===== src/rtl/soc_interrupt_pkg.sv =====
`default_nettype none
// +-----------------------------------------------------------------------+
// | soc_interrupt_pkg                                                     |
// | Shared types and constants for the core-side interrupt handler.       |
// | Rev 1.0                                                               |
// +-----------------------------------------------------------------------+
package soc_interrupt_pkg;

    typedef enum logic [1:0] {
        IDLE = 2'd0,
        REQ  = 2'd1,
        ACK  = 2'd2
    } int_handler_state_t;

    localparam logic [1:0] c_CSR_MSTATUS = 2'd0;
    localparam logic [1:0] c_CSR_MTVEC   = 2'd1;
    localparam logic [1:0] c_CSR_MEPC    = 2'd2;
    localparam logic [1:0] c_CSR_MCAUSE  = 2'd3;

    localparam int unsigned c_MSTATUS_MIE_BIT  = 3;
    localparam int unsigned c_MSTATUS_MPIE_BIT = 7;

    localparam logic c_MTVEC_MODE_DIRECT   = 1'b0;
    localparam logic c_MTVEC_MODE_VECTORED = 1'b1;

    // mtvec bit 1 is hardwired to zero; mepc is always word aligned.
    localparam logic [31:0] c_MTVEC_WMASK = 32'hFFFF_FFFD;
    localparam logic [31:0] c_PC_ALIGN_MASK = 32'hFFFF_FFFC;

endpackage
`default_nettype wire


===== src/rtl/SoC_InterruptBus.sv =====
`default_nettype none
// +-----------------------------------------------------------------------+
// | SoC_InterruptBus                                                      |
// | Prioritised request / acknowledge link between controller and core.   |
// | Rev 1.0                                                               |
// +-----------------------------------------------------------------------+
interface SoC_InterruptBus;
    logic       irq;
    logic [4:0] irq_id;
    logic       irq_ack;
    logic [4:0] irq_ack_id;

    modport Handler (
        input  irq,
        input  irq_id,
        output irq_ack,
        output irq_ack_id
    );

    modport Controller (
        output irq,
        output irq_id,
        input  irq_ack,
        input  irq_ack_id
    );
endinterface
`default_nettype wire


===== src/rtl/soc_trap_csr_file.sv =====
`default_nettype none
// +-----------------------------------------------------------------------+
// | soc_trap_csr_file                                                     |
// | Machine trap CSRs with hardware-over-software write merge and read mux.|
// | Rev 1.0                                                               |
// +-----------------------------------------------------------------------+
module soc_trap_csr_file
    import soc_interrupt_pkg::*;
(
    input  logic        clk,
    input  logic        res,
    input  logic        trap_take,
    input  logic [31:0] trap_epc,
    input  logic [4:0]  trap_id,
    input  logic        mret_exec,
    input  logic        csr_we,
    input  logic [1:0]  csr_addr,
    input  logic [31:0] csr_wdata,
    output logic [31:0] csr_rdata,
    output logic [31:0] mret_target,
    output logic [31:0] mtvec_base,
    output logic        mtvec_mode,
    output logic        mie
);

    logic        r_mie;
    logic        r_mpie;
    logic [31:0] r_mtvec;
    logic [31:0] r_mepc;
    logic        r_mcause_irq;
    logic [4:0]  r_mcause_id;

    logic        w_mie_next;
    logic        w_mpie_next;
    logic [31:0] w_mtvec_next;
    logic [31:0] w_mepc_next;
    logic        w_mcause_irq_next;
    logic [4:0]  w_mcause_id_next;
    logic [31:0] w_mstatus;

    logic w_wr_mstatus;
    logic w_wr_mtvec;
    logic w_wr_mepc;
    logic w_wr_mcause;

    assign w_wr_mstatus = csr_we && (csr_addr == c_CSR_MSTATUS);
    assign w_wr_mtvec   = csr_we && (csr_addr == c_CSR_MTVEC);
    assign w_wr_mepc    = csr_we && (csr_addr == c_CSR_MEPC);
    assign w_wr_mcause  = csr_we && (csr_addr == c_CSR_MCAUSE);

    // Trap entry outranks mret, and both outrank software on the fields they touch.
    always_comb begin
        w_mie_next        = r_mie;
        w_mpie_next       = r_mpie;
        w_mtvec_next      = r_mtvec;
        w_mepc_next       = r_mepc;
        w_mcause_irq_next = r_mcause_irq;
        w_mcause_id_next  = r_mcause_id;

        if (trap_take) begin
            w_mie_next        = 1'b0;
            w_mpie_next       = r_mie;
            w_mepc_next       = trap_epc & c_PC_ALIGN_MASK;
            w_mcause_irq_next = 1'b1;
            w_mcause_id_next  = trap_id;
        end else begin
            if (mret_exec) begin
                w_mie_next  = r_mpie;
                w_mpie_next = 1'b1;
            end else if (w_wr_mstatus) begin
                w_mie_next  = csr_wdata[c_MSTATUS_MIE_BIT];
                w_mpie_next = csr_wdata[c_MSTATUS_MPIE_BIT];
            end
            if (w_wr_mepc) begin
                w_mepc_next = csr_wdata & c_PC_ALIGN_MASK;
            end
            if (w_wr_mcause) begin
                w_mcause_irq_next = csr_wdata[31];
                w_mcause_id_next  = csr_wdata[4:0];
            end
        end

        if (w_wr_mtvec) begin
            w_mtvec_next = csr_wdata & c_MTVEC_WMASK;
        end
    end

    always_ff @(posedge clk) begin
        if (res) begin
            r_mie        <= 1'b0;
            r_mpie       <= 1'b0;
            r_mtvec      <= '0;
            r_mepc       <= '0;
            r_mcause_irq <= 1'b0;
            r_mcause_id  <= '0;
        end else begin
            r_mie        <= w_mie_next;
            r_mpie       <= w_mpie_next;
            r_mtvec      <= w_mtvec_next;
            r_mepc       <= w_mepc_next;
            r_mcause_irq <= w_mcause_irq_next;
            r_mcause_id  <= w_mcause_id_next;
        end
    end

    always_comb begin
        w_mstatus                     = '0;
        w_mstatus[c_MSTATUS_MIE_BIT]  = r_mie;
        w_mstatus[c_MSTATUS_MPIE_BIT] = r_mpie;
    end

    always_comb begin
        csr_rdata = '0;
        case (csr_addr)
            c_CSR_MSTATUS: csr_rdata = w_mstatus;
            c_CSR_MTVEC:   csr_rdata = r_mtvec;
            c_CSR_MEPC:    csr_rdata = r_mepc;
            c_CSR_MCAUSE:  csr_rdata = {r_mcause_irq, 26'b0, r_mcause_id};
            default:       csr_rdata = '0;
        endcase
    end

    assign mret_target = r_mepc;
    assign mtvec_base  = {r_mtvec[31:2], 2'b00};
    assign mtvec_mode  = r_mtvec[0];
    assign mie         = r_mie;

endmodule
`default_nettype wire


===== src/rtl/soc_interrupt_handler.sv =====
`default_nettype none
// +-----------------------------------------------------------------------+
// | soc_interrupt_handler                                                 |
// | Samples bus requests, raises core traps and acknowledges serviced IDs.|
// | Rev 1.0                                                               |
// +-----------------------------------------------------------------------+
module soc_interrupt_handler
    import soc_interrupt_pkg::*;
(
    input  logic                    clk,
    input  logic                    res,
    SoC_InterruptBus.Handler        int_bus,
    output logic                    trap_req,
    output logic [31:0]             trap_target,
    input  logic                    trap_accept,
    input  logic [31:0]             epc,
    input  logic                    mret_exec,
    output logic [31:0]             mret_target,
    input  logic                    csr_we,
    input  logic [1:0]              csr_addr,
    input  logic [31:0]             csr_wdata,
    output logic [31:0]             csr_rdata
);

    int_handler_state_t r_state;
    int_handler_state_t w_state_next;
    logic [4:0]         r_pend_id;
    logic               w_latch_id;
    logic               w_trap_take;

    logic [31:0]        w_mtvec_base;
    logic               w_mtvec_mode;
    logic               w_mie;

    soc_trap_csr_file u_csr (
        .clk         (clk),
        .res         (res),
        .trap_take   (w_trap_take),
        .trap_epc    (epc),
        .trap_id     (r_pend_id),
        .mret_exec   (mret_exec),
        .csr_we      (csr_we),
        .csr_addr    (csr_addr),
        .csr_wdata   (csr_wdata),
        .csr_rdata   (csr_rdata),
        .mret_target (mret_target),
        .mtvec_base  (w_mtvec_base),
        .mtvec_mode  (w_mtvec_mode),
        .mie         (w_mie)
    );

    always_ff @(posedge clk) begin
        if (res) begin
            r_state   <= IDLE;
            r_pend_id <= '0;
        end else begin
            r_state <= w_state_next;
            if (w_latch_id) begin
                r_pend_id <= int_bus.irq_id;
            end
        end
    end

    // pend_id is captured only on IDLE->REQ so a later, higher ID cannot retarget a pending trap.
    always_comb begin
        w_state_next = r_state;
        w_latch_id   = 1'b0;
        w_trap_take  = 1'b0;
        case (r_state)
            IDLE: begin
                if (int_bus.irq && w_mie) begin
                    w_latch_id   = 1'b1;
                    w_state_next = REQ;
                end
            end
            REQ: begin
                if (trap_accept) begin
                    w_trap_take  = 1'b1;
                    w_state_next = ACK;
                end else if (!int_bus.irq || !w_mie) begin
                    w_state_next = IDLE;
                end
            end
            ACK: begin
                w_state_next = IDLE;
            end
            default: begin
                w_state_next = IDLE;
            end
        endcase
    end

    assign trap_req    = (r_state == REQ);
    assign trap_target = (w_mtvec_mode == c_MTVEC_MODE_VECTORED)
                       ? (w_mtvec_base + {25'b0, r_pend_id, 2'b00})
                       : w_mtvec_base;

    assign int_bus.irq_ack    = (r_state == ACK);
    assign int_bus.irq_ack_id = (r_state == ACK) ? r_pend_id : 5'd0;

endmodule
`default_nettype wire


===== src/flat_wrapper.sv =====
// flat-port wrapper written by rule: the top's interface ports become plain ports
module soc_interrupt_handler_flat import soc_interrupt_pkg::*;
  (clk, res, trap_req, trap_target, trap_accept, epc, mret_exec, mret_target, csr_we, csr_addr, csr_wdata, csr_rdata, int_bus_irq, int_bus_irq_id, int_bus_irq_ack, int_bus_irq_ack_id);
  SoC_InterruptBus int_bus_i ();
  input  logic clk;
  input  logic res;
  output logic trap_req;
  output logic [31:0] trap_target;
  input  logic trap_accept;
  input  logic [31:0] epc;
  input  logic mret_exec;
  output logic [31:0] mret_target;
  input  logic csr_we;
  input  logic [1:0] csr_addr;
  input  logic [31:0] csr_wdata;
  output logic [31:0] csr_rdata;
  input wire logic [$bits(int_bus_i.irq)-1:0] int_bus_irq;
  input wire logic [$bits(int_bus_i.irq_id)-1:0] int_bus_irq_id;
  output wire logic [$bits(int_bus_i.irq_ack)-1:0] int_bus_irq_ack;
  output wire logic [$bits(int_bus_i.irq_ack_id)-1:0] int_bus_irq_ack_id;
  assign int_bus_i.irq = int_bus_irq;
  assign int_bus_i.irq_id = int_bus_irq_id;
  assign int_bus_irq_ack = int_bus_i.irq_ack;
  assign int_bus_irq_ack_id = int_bus_i.irq_ack_id;
  soc_interrupt_handler u_core (.clk(clk), .res(res), .int_bus(int_bus_i), .trap_req(trap_req), .trap_target(trap_target), .trap_accept(trap_accept), .epc(epc), .mret_exec(mret_exec), .mret_target(mret_target), .csr_we(csr_we), .csr_addr(csr_addr), .csr_wdata(csr_wdata), .csr_rdata(csr_rdata));
endmodule

===== config.mk =====
export PLATFORM = sky130hd
export DESIGN_NAME = soc_interrupt_handler_flat
export DESIGN_NICKNAME = d
export VERILOG_FILES = /design/src/rtl/soc_interrupt_pkg.sv /design/src/rtl/SoC_InterruptBus.sv /design/src/rtl/soc_trap_csr_file.sv /design/src/rtl/soc_interrupt_handler.sv /design/src/flat_wrapper.sv
export SDC_FILE = /design/constraint.sdc
export NUM_CORES = 1
export LEC_CHECK = 0
export CAP_MARGIN = 10
export CORE_MARGIN = 4
export CORE_UTILIZATION = 43
export DETAILED_ROUTE_END_ITERATION = 6
export PLACE_DENSITY = 0.82
export SYNTH_ARGS = -nofsm -noshare
export SYNTH_HDL_FRONTEND = slang
export SYNTH_HIERARCHICAL = 1
export SYNTH_SLANG_ARGS = --single-unit
export TNS_END_PERCENT = 1

===== constraint.sdc =====
create_clock -name clk -period 2.9 [get_ports clk]
set_clock_uncertainty 0.05 [all_clocks]
set_input_delay 0.58 -clock clk [delete_from_list [all_inputs] [get_ports clk]]
set_output_delay 0.58 -clock clk [all_outputs]
set_load 0.05 [all_outputs]

Word-level counts from Yosys, hierarchy flattened
Index checks and enable logic that the tools add are counted.
Cells by class
  muxes and demuxes: 22
  shifts and indexed selects: 0
  divide/modulo/power cells: 0
  order comparisons: 0
  equality and inequality tests: 7
  add/subtract/negate cells: 1
  multiply operators: 0
  bitwise operators: 0
  reduce and logical (&&, ||, !) cells: 16
Operator list (count)
  32-bit case mux with 4 select lines: 1
  32-bit two-way mux: 3
  32-bit by 7-bit adder with 32-bit output: 1
  5-bit two-way mux: 3
  1-bit two-way mux: 11
  2-bit equality test (second input constant): 3
  2-bit two-way mux: 3
  2-bit nonzero test: 3
  1-bit logical AND: 5
  2-bit by 1-bit equality test with 1-bit output (second input constant): 2
  2-bit zero test: 2
  2-bit case mux with 2 select lines: 1
  3-bit by 1-bit != test with 1-bit output (second input constant): 1
  3-bit nonzero test: 1
  1-bit zero test: 2
  2-bit by 1-bit != test with 1-bit output (second input constant): 1
  2-bit AND reduction: 1
  2-bit OR reduction: 1
  1-bit logical OR: 1
Storage, ports and cells
  memory bits (read-only): 0
  flip-flop bits (word level): 76
  bits in latches: 0
  logic and storage cells: 54
  RAM bits: 0
  output and inout bits: 103
  memories: 0
  input bits: 77

Longest topological paths before layout
Gate-level depths: netlist of run 1.
  depth in word-level cells: 5
  gate-level depth with buffers: 7
  mapped depth without buffers: 7

Hierarchy
Netlist of run 1, hierarchy kept.
By module, submodules not included
  soc_trap_csr_file: instances 1, cells an instance 405, area each 3231.8 µm², sequential area each 1381.3 µm²
  soc_interrupt_handler: instances 1, cells an instance 130, area each 1006.0 µm², sequential area each 140.1 µm²

Worst setup path after synthesis of run 1
No wires, ideal clock.
  kind: reg-to-output
  start: reg u_core.r_pend_id[0]
  end: out trap_target[20]
  data required time: 2270 ps
  slack: -204 ps
  buffers on the path: 0
  arrival time: 2474 ps
  cell stages (with the launch flop): 8
  cells stage by stage: dfxtp_1 -> ha_1 -> fa_1 -> a21o_1 -> a22oi_1 -> nor2_1 -> and3_1 -> xor2_1
Between the ends
  cells in the longest elaborated chain, start to end: 2
Ends and longest elaborated chain
  from (decl): line soc_interrupt_handler.sv:27  | logic [4:0] r_pend_id;
  from (signal assigned): line soc_interrupt_handler.sv:59  | r_pend_id <= int_bus.irq_id;
  32-bit by 7-bit adder with 32-bit output: line soc_interrupt_handler.sv:95  | ? (w_mtvec_base + {25'b0, r_pend_id, 2'b00})
  32-bit two-way mux: line soc_interrupt_handler.sv:95
  to (decl): line flat_wrapper.sv:8  | output logic [31:0] trap_target;
No other way between the ends.

Worst setup path after layout of run 1
  start: reg u_core.r_pend_id[1]
  end: out trap_target[30]
Same word-level chain as after synthesis.

==> results.md, run 1 <==
* Die span in y at 107 um
* Prevailing post-synth register cell: dfxtp_1
* Final nets at 796
* Count leader, synth: nand2_1
* Max-Cap Viols at 0
* CTS buffer count at 9
* Post-synth cell types at 42
* Synth Register Bits at 76
* Hold Violations, Final at 0
* Worst Path Arrival at 2.43 ns
* Root Driver: clkbuf_8
* Detailed-route via count at between 4000 and 5000
* Largest net degree at the start of global routing at between 40 and 50
* Kind of start point of the critical path: flop
* Vias in the first global route at between 4000 and 5000
* Reg2Reg Setup Slack at 1.15 ns
* Multi-input logic area at about 2600 um^2
* Area contributors post-synth: dfxtp_1, nand2_1, a21oi_1, a221oi_1, a22o_1
* Simple-Gate Fraction of Synth Area at 0.204
* CTS tree: done
* Largest family of logic cells by synthesized area: compound AO/OA/AOI/OAI gates
* Post-synth top area share at 0.359
* Average wire per standard cell at just under 20 um
* CP max-delay cell: fa_2
* Initial Utilization at 0.450
* Core region area at between 9000 and 10000 um^2
* Die W at between 100 and 150 um
* Synth Area in Compound Gates at 0.228
* Crit Path Max Fanout at 5
* Hold Path Class: reg2reg
* Worst Max-Slew Pin Slew at approximately 0.88 ns
* Port Buffers at between 150 and 200
* CP cell instances: buf_4 > fa_2 > a21o_1 > a22oi_2 > buf_6 > nor3_2 > buf_4 > nand4_1 > xnor2_2 > buf_12
* FP Rows at 35
* Max clock buf depth at 2
* Worst-Skew Late Latency at between 0.3 and 0.4 ns
* Drt total wl at approximately 16000 um
* Slew headroom at 0.411
* Final setup vio count at 17
* Max Transition Viols Final at 0
* Setup slack after layout at -0.159 ns
* Synthesized instance count at roughly 540
* First-pass iteration count of the detailed router at 6
* Worst Setup End Kind: output port
* Part of the cycle the worst path needs at 1.05
* Status: complete, but fails checks
* Avg Cell Area, Syn at 7.92 um^2
* Antenna Cells at 0
* CP peak stage delay at about 0.41 ns
* Initial antenna violation count at 0
* Pwr dens at ~380 nW/um^2
* Congestion Overflow GR at 0
* Filler cells at between 600 and 700
* Asr flop ratio synth at 0
* Final min period at between 3 and 4 ns
* WS Path Type: reg2out
* Synth Area in XOR/XNOR at 0.0579
* CP Data Required Time at roughly 2.3 ns
* Leak at between 2 and 3 nW
* Vias/cell at between 5 and 6
* Area leader, netlist: dfxtp_1
* Hold buffer count at cts at 0
* First-pass GRT wire length at 25200 um
* Detailed router's first-iteration violation count at 280
* CTS H-tree depth at 3
* Clock transition at path regs at 0.10 ns
* Ys Warns at 6
* Clk sink count at 76
* Violated checks: setup timing
* Gr usage total at 0.277
* Most frequent CP cell: buf_4
* Crit path buffers/inverters at 4
* Layout cells sized above 1 at 0.230
* Sequential Area at approximately 1500 um^2
* Post-synth EDFFs at 0
* Area after DPL at 6750 um^2
* Mux contribution to synthesized area at 0.0455
* Crit-path leading delay family: buffers and inverters
* Fmax at ~330 MHz
* Ports at 180
* Final GP Congestion at 0.862
* DRC at 0
* Part of the Yosys area used for sequential elements at 0.359
* Synthesized area at around 4200 um^2
* Peak supply drop at 232 uV
* Antenna-violating nets left at 0
* Commonest cells in the netlist: nand2_1, dfxtp_1, a21oi_1
* Finished Cell Area at about 7300 um^2
* Die ar. at between 10000 and 15000 um^2
* Unrepaired setup endpoints after global routing: yes
* DP HPWL at 11400 um
* Post-synthesis adder-cell area fraction at 0.0195
* Core Util, Final at 0.776
* Area Growth Syn to Fin at 72.5%
-- report_power, final --
group	switching (W)	internal, W
clock	0.000420	0.000507
combinational	0.000384	0.000313
sequential	0.0000486	0.00109
total	0.000852	0.00191
-- stage by stage --
| step | worst slack (ns) | hold WS [ns] | TNS, ns | power, W | instances |
|---|---|---|---|---|---|
| floorplan | -0.201 | 0.378 | -0.333 | 0.00150 | 538 |
| global placement | 0.102 | 0.391 | 0 | 0.00181 | 824 |
| detailed placement | 0.0736 | 0.396 | 0 | 0.00183 | 824 |
| CTS | -0.156 | 0.407 | -1.89 | 0.00276 | 846 |
| global route | -0.244 | 0.430 | -3.32 | 0.00285 | 847 |
| finish | -0.159 | 0.410 | -1.58 | 0.00276 | 847 |
-- worst paths after layout --
kind | start | to | depth (start not counted)
max | u_core/r_pend_id[1] | trap_target[30] | 10
min | u_core/u_csr/r_mcause_irq | u_core/u_csr/r_mcause_irq | 2
max reg2reg | u_core/r_state[0] | u_core/u_csr/mret_target[21] | 5
min reg2reg | u_core/u_csr/r_mcause_irq | u_core/u_csr/r_mcause_irq | 2
-- cells in the final DEF, fill, tap and decap left out, types with 6 or more instances in the layout --
cell type	Yosys	routed
a21oi_1	70	70
a221oi_1	33	33
a22o_1	28	28
and2_1	6	6
buf_12	0	55
buf_4	9	34
clkbuf_8	0	10
clkdlybuf4s50_1	0	108
dfxtp_1	76	71
inv_1	38	38
mux2_2	8	8
mux2i_1	8	8
nand2_1	111	110
nand4_1	9	9
nor2_1	16	10
nor2b_1	8	6
nor3_1	8	7
xnor2_1	19	13
-- cell type report --
class                           instances  area share
Timing Repair Buffer                  208       0.359
Multi-Input combinational cell        380       0.359
Sequential cell                        76       0.209
Tap cell                              129      0.0221
Inverter                               38      0.0195
Clock buffer                           10      0.0188
Clock inverter                          6      0.0120
-- cells by family (layout without fill, tap and decap cells) --
family	Yosys count	count (layout)
and+or+nand+nor	185	185
AOI/OAI and AO/OA	140	140
buffers and inverters	82	262
DFF	76	76
xor gates and xnor gates	28	28
muxes	17	17
adders and majority gates	6	6
other	1	4
-- metal layers --
layer | global-route usage | wire length (um) | part of all wire | vias up
met5 | 0 | 0 | 0 | -
met4 | 0.139 | 520 | 0.032 | 0
met3 | 0.0648 | 1520 | 0.092 | 49
met2 | 0.495 | 8510 | 0.52 | 277
met1 | 0.306 | 5930 | 0.36 | 2329
li1 | - | - | - | 2219
-- sequential cells by signal (all words and copies together) (netlist names) --
register and flops:
u_core/r_pend_id 5, u_core/r_state 2, u_core/u_csr/mie 1, u_core/u_csr/mret_target 30, u_core/u_csr/r_mcause_id 5, u_core/u_csr/r_mcause_irq 1
u_core/u_csr/r_mpie 1, u_core/u_csr/r_mtvec 31
-- worst min-delay path: stages, from the launching register on --
cell and delay (ns):
dfxtp_1 0.32, nand2_1 0.05, a21oi_1 0.05
-- timing repair --
| item | CTS | global route |
|---|---|---|
| cloned | 0 | 0 |
| buffers inserted | 6 | 1 |
| endpoints found under the setup margin | 20 | 29 |
| gates resized for setup | 32 | 24 |
| pin swaps | 10 | 7 |
| hold endpoints to repair | 0 | 0 |
(Power assumes the default switching activity.)
==> run 2, diff against run 1 <==
--- a/config.mk
+++ b/config.mk
@@ -9,6 +9,7 @@
 export CORE_MARGIN = 4
 export CORE_UTILIZATION = 43
 export DETAILED_ROUTE_END_ITERATION = 6
+export GPL_TIMING_DRIVEN = 1
 export PLACE_DENSITY = 0.82
 export SYNTH_ARGS = -nofsm -noshare
 export SYNTH_HDL_FRONTEND = slang
==> results of run 2 <==
Final layout, timing and power as in run 1 (identical DEF).
==> run 3, diff against run 2 <==
--- a/config.mk
+++ b/config.mk
@@ -5,11 +5,13 @@
 export SDC_FILE = /design/constraint.sdc
 export NUM_CORES = 1
 export LEC_CHECK = 0
+export ABC_CLOCK_PERIOD_IN_PS = 2900
 export CAP_MARGIN = 10
 export CORE_MARGIN = 4
 export CORE_UTILIZATION = 43
 export DETAILED_ROUTE_END_ITERATION = 6
 export GPL_TIMING_DRIVEN = 1
+export MAX_ROUTING_LAYER = met4
 export PLACE_DENSITY = 0.82
 export SYNTH_ARGS = -nofsm -noshare
 export SYNTH_HDL_FRONTEND = slang
==> run 3 against run 2 <==
  * Power up 0.29%
  * Final cell count grew 0.12%
  * Critical path depth fell by 1
  * The flow still finishes with violations (setup timing)
  * Non-clock buffer count is 1 higher
  * Core utilization is 0.11 points higher
==> results.md, run 3 (synthesis results as in run 1) <==
* Die W at approximately 110 um
* Setup slack after layout at -0.144 ns
* Vias/cell at between 5 and 6
* Detailed-route via count at around 5000
* Unrepaired setup endpoints after global routing: yes
* Leak at around 2.8 nW
* Gr usage total at 0.285
* Ports at 180
* Worst Max-Slew Pin Slew at a little under 0.9 ns
* Core Util, Final at 0.777
* Final GP Congestion at ~0.9
* Most frequent cells in the layout: clkdlybuf4s50_1, nand2_1, a21oi_1, dfxtp_1, buf_12
* Critical R2R Launch: u_core/r_state[0]
* CTS tree: done
* Violated checks: setup timing
* Endpoint, Worst Hold: u_core/u_csr/r_mcause_irq
* P_int at about 0.0019 W
* FP Rows at 35
* Worst slack, placed at 0.0736 ns
* Hold buffer count at cts at 0
* Final min period at between 3 and 4 ns
* Antenna-violating nets left at 0
* CTS H-tree depth at 3
* Layout cells sized above 1 at 0.229
* Root Driver: clkbuf_8
* Largest net degree at the start of global routing at 43
* Number of flip-flops in the largest register at 31
* Crit Path Max Fanout at 5
* Switch Pwr at about 0.00086 W
* Core region area at around 9400 um^2
* Hold Path Class: reg2reg
* CP Data Required Time at 2.27 ns
* WS Path Type: reg2out
* Die ar. at about 12000 um^2
* Combinational share of power at 0.252
* Final setup vio count at 26
* Hold Violations, Final at 0
* TNS Setup at -2.63 ns
* Reg with most FFs: u_core/u_csr/r_mtvec
* Met2 usage in global routing at 0.494
* Reg2Reg Setup Slack at ~1.2 ns
* Max-Cap Viols at 0
* Status: complete, but fails checks
* Drt total wl at 16600 um
* Met1 Resource Use GR at 0.309
* Clock transition at path regs at around 0.10 ns
* Average wire per standard cell at around 20 um
* Filler cells at between 600 and 700
* Detailed router's first-iteration violation count at slightly above 300
* DRC at 0
* Sequential Area at 1540 um^2
* CTS buffer count at 9
* Initial antenna violation count at 0
* Final nets at roughly 800
* Congestion Overflow GR at 0
* Peak supply drop at between 200 and 250 uV
* GR peak layer: met2
* First-pass GRT wire length at about 25000 um
* Vias in the first global route at 4979
* GR Util met3 at 0.0636
* Die span in y at 107 um
* Clock power frac at 0.337
* Reg2reg path depth at 5
* Worst-Skew Late Latency at approximately 0.36 ns
* Worst Path Arrival at roughly 2.4 ns
* Multi-input logic area at around 2600 um^2
* RR Endpoint: u_core/u_csr/mret_target[21]
* Hold_sp: u_core/u_csr/r_mcause_irq
* Worst Setup End Kind: output port
* First-pass iteration count of the detailed router at 5
* Clk sink count at 76
* Cells on Worst Hold Path at 2
* Max clock buf depth at 2
* Port Buffers at approximately 170
* Slew headroom at 0.419
* Fmax at around 330 MHz
* Max Transition Viols Final at 0
* Sw Ratio at 0.310
* Worst hold margin at 0.406 ns
* Part of the cycle the worst path needs at 1.05
* Area Growth Syn to Fin at 72.7%
* DP HPWL at ~11000 um
* Initial Utilization at 0.450
* Kind of start point of the critical path: flop
* Pwr dens at about 380 nW/um^2
* Antenna Cells at 0
* Part of the power in registers at 0.410
[run 3: critical path: stages (launching register included)]
cell,delay [ns]
dfxtp_2,0.35
buf_4,0.15
fa_2,0.41
a21o_1,0.22
a22oi_2,0.18
buf_6,0.15
buf_4,0.11
nand2b_1,0.15
xnor2_2,0.16
buf_12,0.17
[run 3: power by group through the flow]
stage	sequential (W)	combinational, W	clock [W]
2_1_floorplan	0.00121	0.000285	0
3_3_place_gp	0.00115	0.000664	0
3_5_place_dp	0.00115	0.000677	0
4_1_cts	0.00113	0.000693	0.000939
5_1_grt	0.00114	0.000728	0.000987
6_report	0.00114	0.000698	0.000933
[run 3: per-stage QoR]
step                power, W  instance area (um^2)  cells
global route         0.00286                  7320    848
CTS                  0.00276                  7220    846
floorplan            0.00150                  4260    538
detailed placement   0.00183                  6750    824
finish               0.00277                  7320    848
global placement     0.00181                  6750    824
[run 3: metal layers]
metal  vias to the layer above  wire length, um
li1                       2219                -
met1                      2376             6030
met2                       285             8690
met3                        53             1400
met4                         0              521
met5                         -                0
[run 3: worst max-delay path by stage]
stage / endpoint / slack, ns / cells after the start / startpoint
global route: trap_target[19] / -0.28 / 9 / u_core/u_csr/r_mtvec[3]
detailed placement: csr_rdata[7] / 0.07 / 7 / csr_addr[1]
floorplan: trap_target[14] / -0.20 / 7 / u_core/r_pend_id[0]
CTS: trap_target[23] / -0.16 / 8 / u_core/u_csr/r_mtvec[3]
finish: trap_target[10] / -0.14 / 9 / u_core/r_pend_id[1]
global placement: csr_rdata[13] / 0.10 / 6 / csr_addr[1]
[run 3: area by class of cell]
cell class	count	area share
timing repair buffer	209	0.361
clock inverter	6	0.0120
sequential	76	0.210
inverter	38	0.0195
tap	129	0.0221
multi-input combinational	380	0.357
clock buffer	10	0.0188
[run 3: repair_timing]
item,4_1_cts,5_1_grt
gates resized for setup,32,22
endpoints found under the setup margin,20,29
buffers inserted,6,3
pin swaps,10,12
==> variant: new RTL, settings of run 3 <==
Encoding of `int_handler_state_t`: now one-hot (3 bits for 3 states).
--- a/src/rtl/soc_interrupt_pkg.sv
+++ b/src/rtl/soc_interrupt_pkg.sv
@@ -6,10 +6,10 @@
 // +-----------------------------------------------------------------------+
 package soc_interrupt_pkg;
 
-    typedef enum logic [1:0] {
-        IDLE = 2'd0,
-        REQ  = 2'd1,
-        ACK  = 2'd2
+    typedef enum logic [2:0] {
+        IDLE = 3'b001,
+        REQ  = 3'b010,
+        ACK  = 3'b100
     } int_handler_state_t;
 
     localparam logic [1:0] c_CSR_MSTATUS = 2'd0;
Behaviour: no difference found for any inputs over 4 cycles, from zero or initial values; so few cycles prove little.
==> variant against run 3 <==
- the run still ends with setup timing left
- worst setup slack better by 0.12 ns
- design area down 1.9%
- total power down 6.3%
- sequential power about the same
- sequential share of layout area up 0.59 points
- synthesized area up 1.2%
- routed wire length down 5.9%
- sequential cell count up 1
- critical path type unchanged
- critical endpoint is now trap_target[28]
- highest routed layer unchanged
==> variant: results (changes against run 3) <==
* 21.6% — sequential share of cell area, was 21.0%
* 379 — multi-input gates, was 380
* 0.119 ns — Worst Setup Slack post-DPL, was 0.0736 ns
* 8.01 sq um — Avg Synthesized Cell Area, was 7.92 sq um
* 36.0% — part of the Yosys area used for sequential elements, was 35.9%
* adder cells — kind of cell adding the most delay to the critical path, was buffers and inverters
* 35.4% — relative area of non-clock buffer cells in the final design, was 36.1%
* 22.6% — fraction of final layout cells sized beyond drive strength 1, was 22.9%
* 77 — FF+latch count, synth, was 76
* 0.00672 sq mm — post-detailed-placement cell area, was 0.00675 sq mm
* 0.79 ns — worst reg-to-reg setup slack, was 1.18 ns
* 0.903 — gpl congestion, was 0.875
* 46.3% — met2 usage, was 49.4%
* 8050 um — routed length on met2, was 8690 um
* 30.0% — global-route track usage on met1, was 30.9%
* 6040 um — length of routed wiring on met1, was 6030 um
* 2.80% — Final clock-cell share, was 3.08%
* 3.60% — met3 Use GR, was 6.36%
* 0.212 mV — largest vdd supply drop, was 0.232 mV
* 845 — number of standard cells in the final layout excluding fillers, was 848
* 4 — final setup fails, was 26
* 36.1% — share of cell area taken by multi-input logic gates, was 35.7%
* 365 — DRC marker count from the first detailed-route iteration, was 307
* 1120 um — routed length on met3, was 1400 um
* sky130_fd_sc_hd__dfxtp_1 36%, sky130_fd_sc_hd__nand2_1 9.4%, sky130_fd_sc_hd__a21oi_1 8.6% — biggest area contributors in the synthesized netlist, was sky130_fd_sc_hd__dfxtp_1 36%, sky130_fd_sc_hd__nand2_1 9.8%, sky130_fd_sc_hd__a21oi_1 8.3%
* 133 — Well Taps, was 129
* 0.00180 W — cell-internal power, was 0.00191 W
* finished, violations left — status, unchanged
* -0.0248 ns — Final WS setup, was -0.144 ns
* setup timing — failing checks, unchanged
* u_core/r_pend_id[0]$_SDFFE_PP0P_ — CP startpoint, was u_core/r_pend_id[1]$_SDFFE_PP0P_
* 44 — number of distinct library cell variants in the gate-level netlist after synthesis, was 42
* 0.37 ns — critical path's largest stage delay, was 0.41 ns
* 18.5 um — drt wl/cell, was 19.6 um
* 4,741 — via count of the routed design, was 4,933
-- variant: cell count changes in the layout (fill, tap and decap cells not counted), moves of 5 or more --
cell	change
sky130_fd_sc_hd__nor2_4	-5
sky130_fd_sc_hd__nand3_1	+7
sky130_fd_sc_hd__xnor2_2	+15
sky130_fd_sc_hd__xnor2_1	-7
-- variant: cells by family after synthesis --
logic type / share of synthesized area [%]
multiplexers: 4.50
adder cells (fa/ha/maj): 1.93
other: 0.0875
AND/OR/NAND/NOR: 20.2
buffers and inverters: 8.87
XOR/XNOR: 5.72
flip-flops: 36.0
AO/OA/AOI/OAI: 22.7
-- variant: how the worst max path moves through the flow --
| stage | to | slack, ns | cells after the start |
|---|---|---|---|
| floorplan | trap_target[26] | -0.02 | 7 |
| global placement | csr_rdata[20] | 0.16 | 5 |
| detailed placement | trap_target[28] | 0.12 | 8 |
| CTS | trap_target[28] | -0.03 | 8 |
| global route | trap_target[31] | -0.11 | 8 |
| finish | trap_target[28] | -0.02 | 8 |
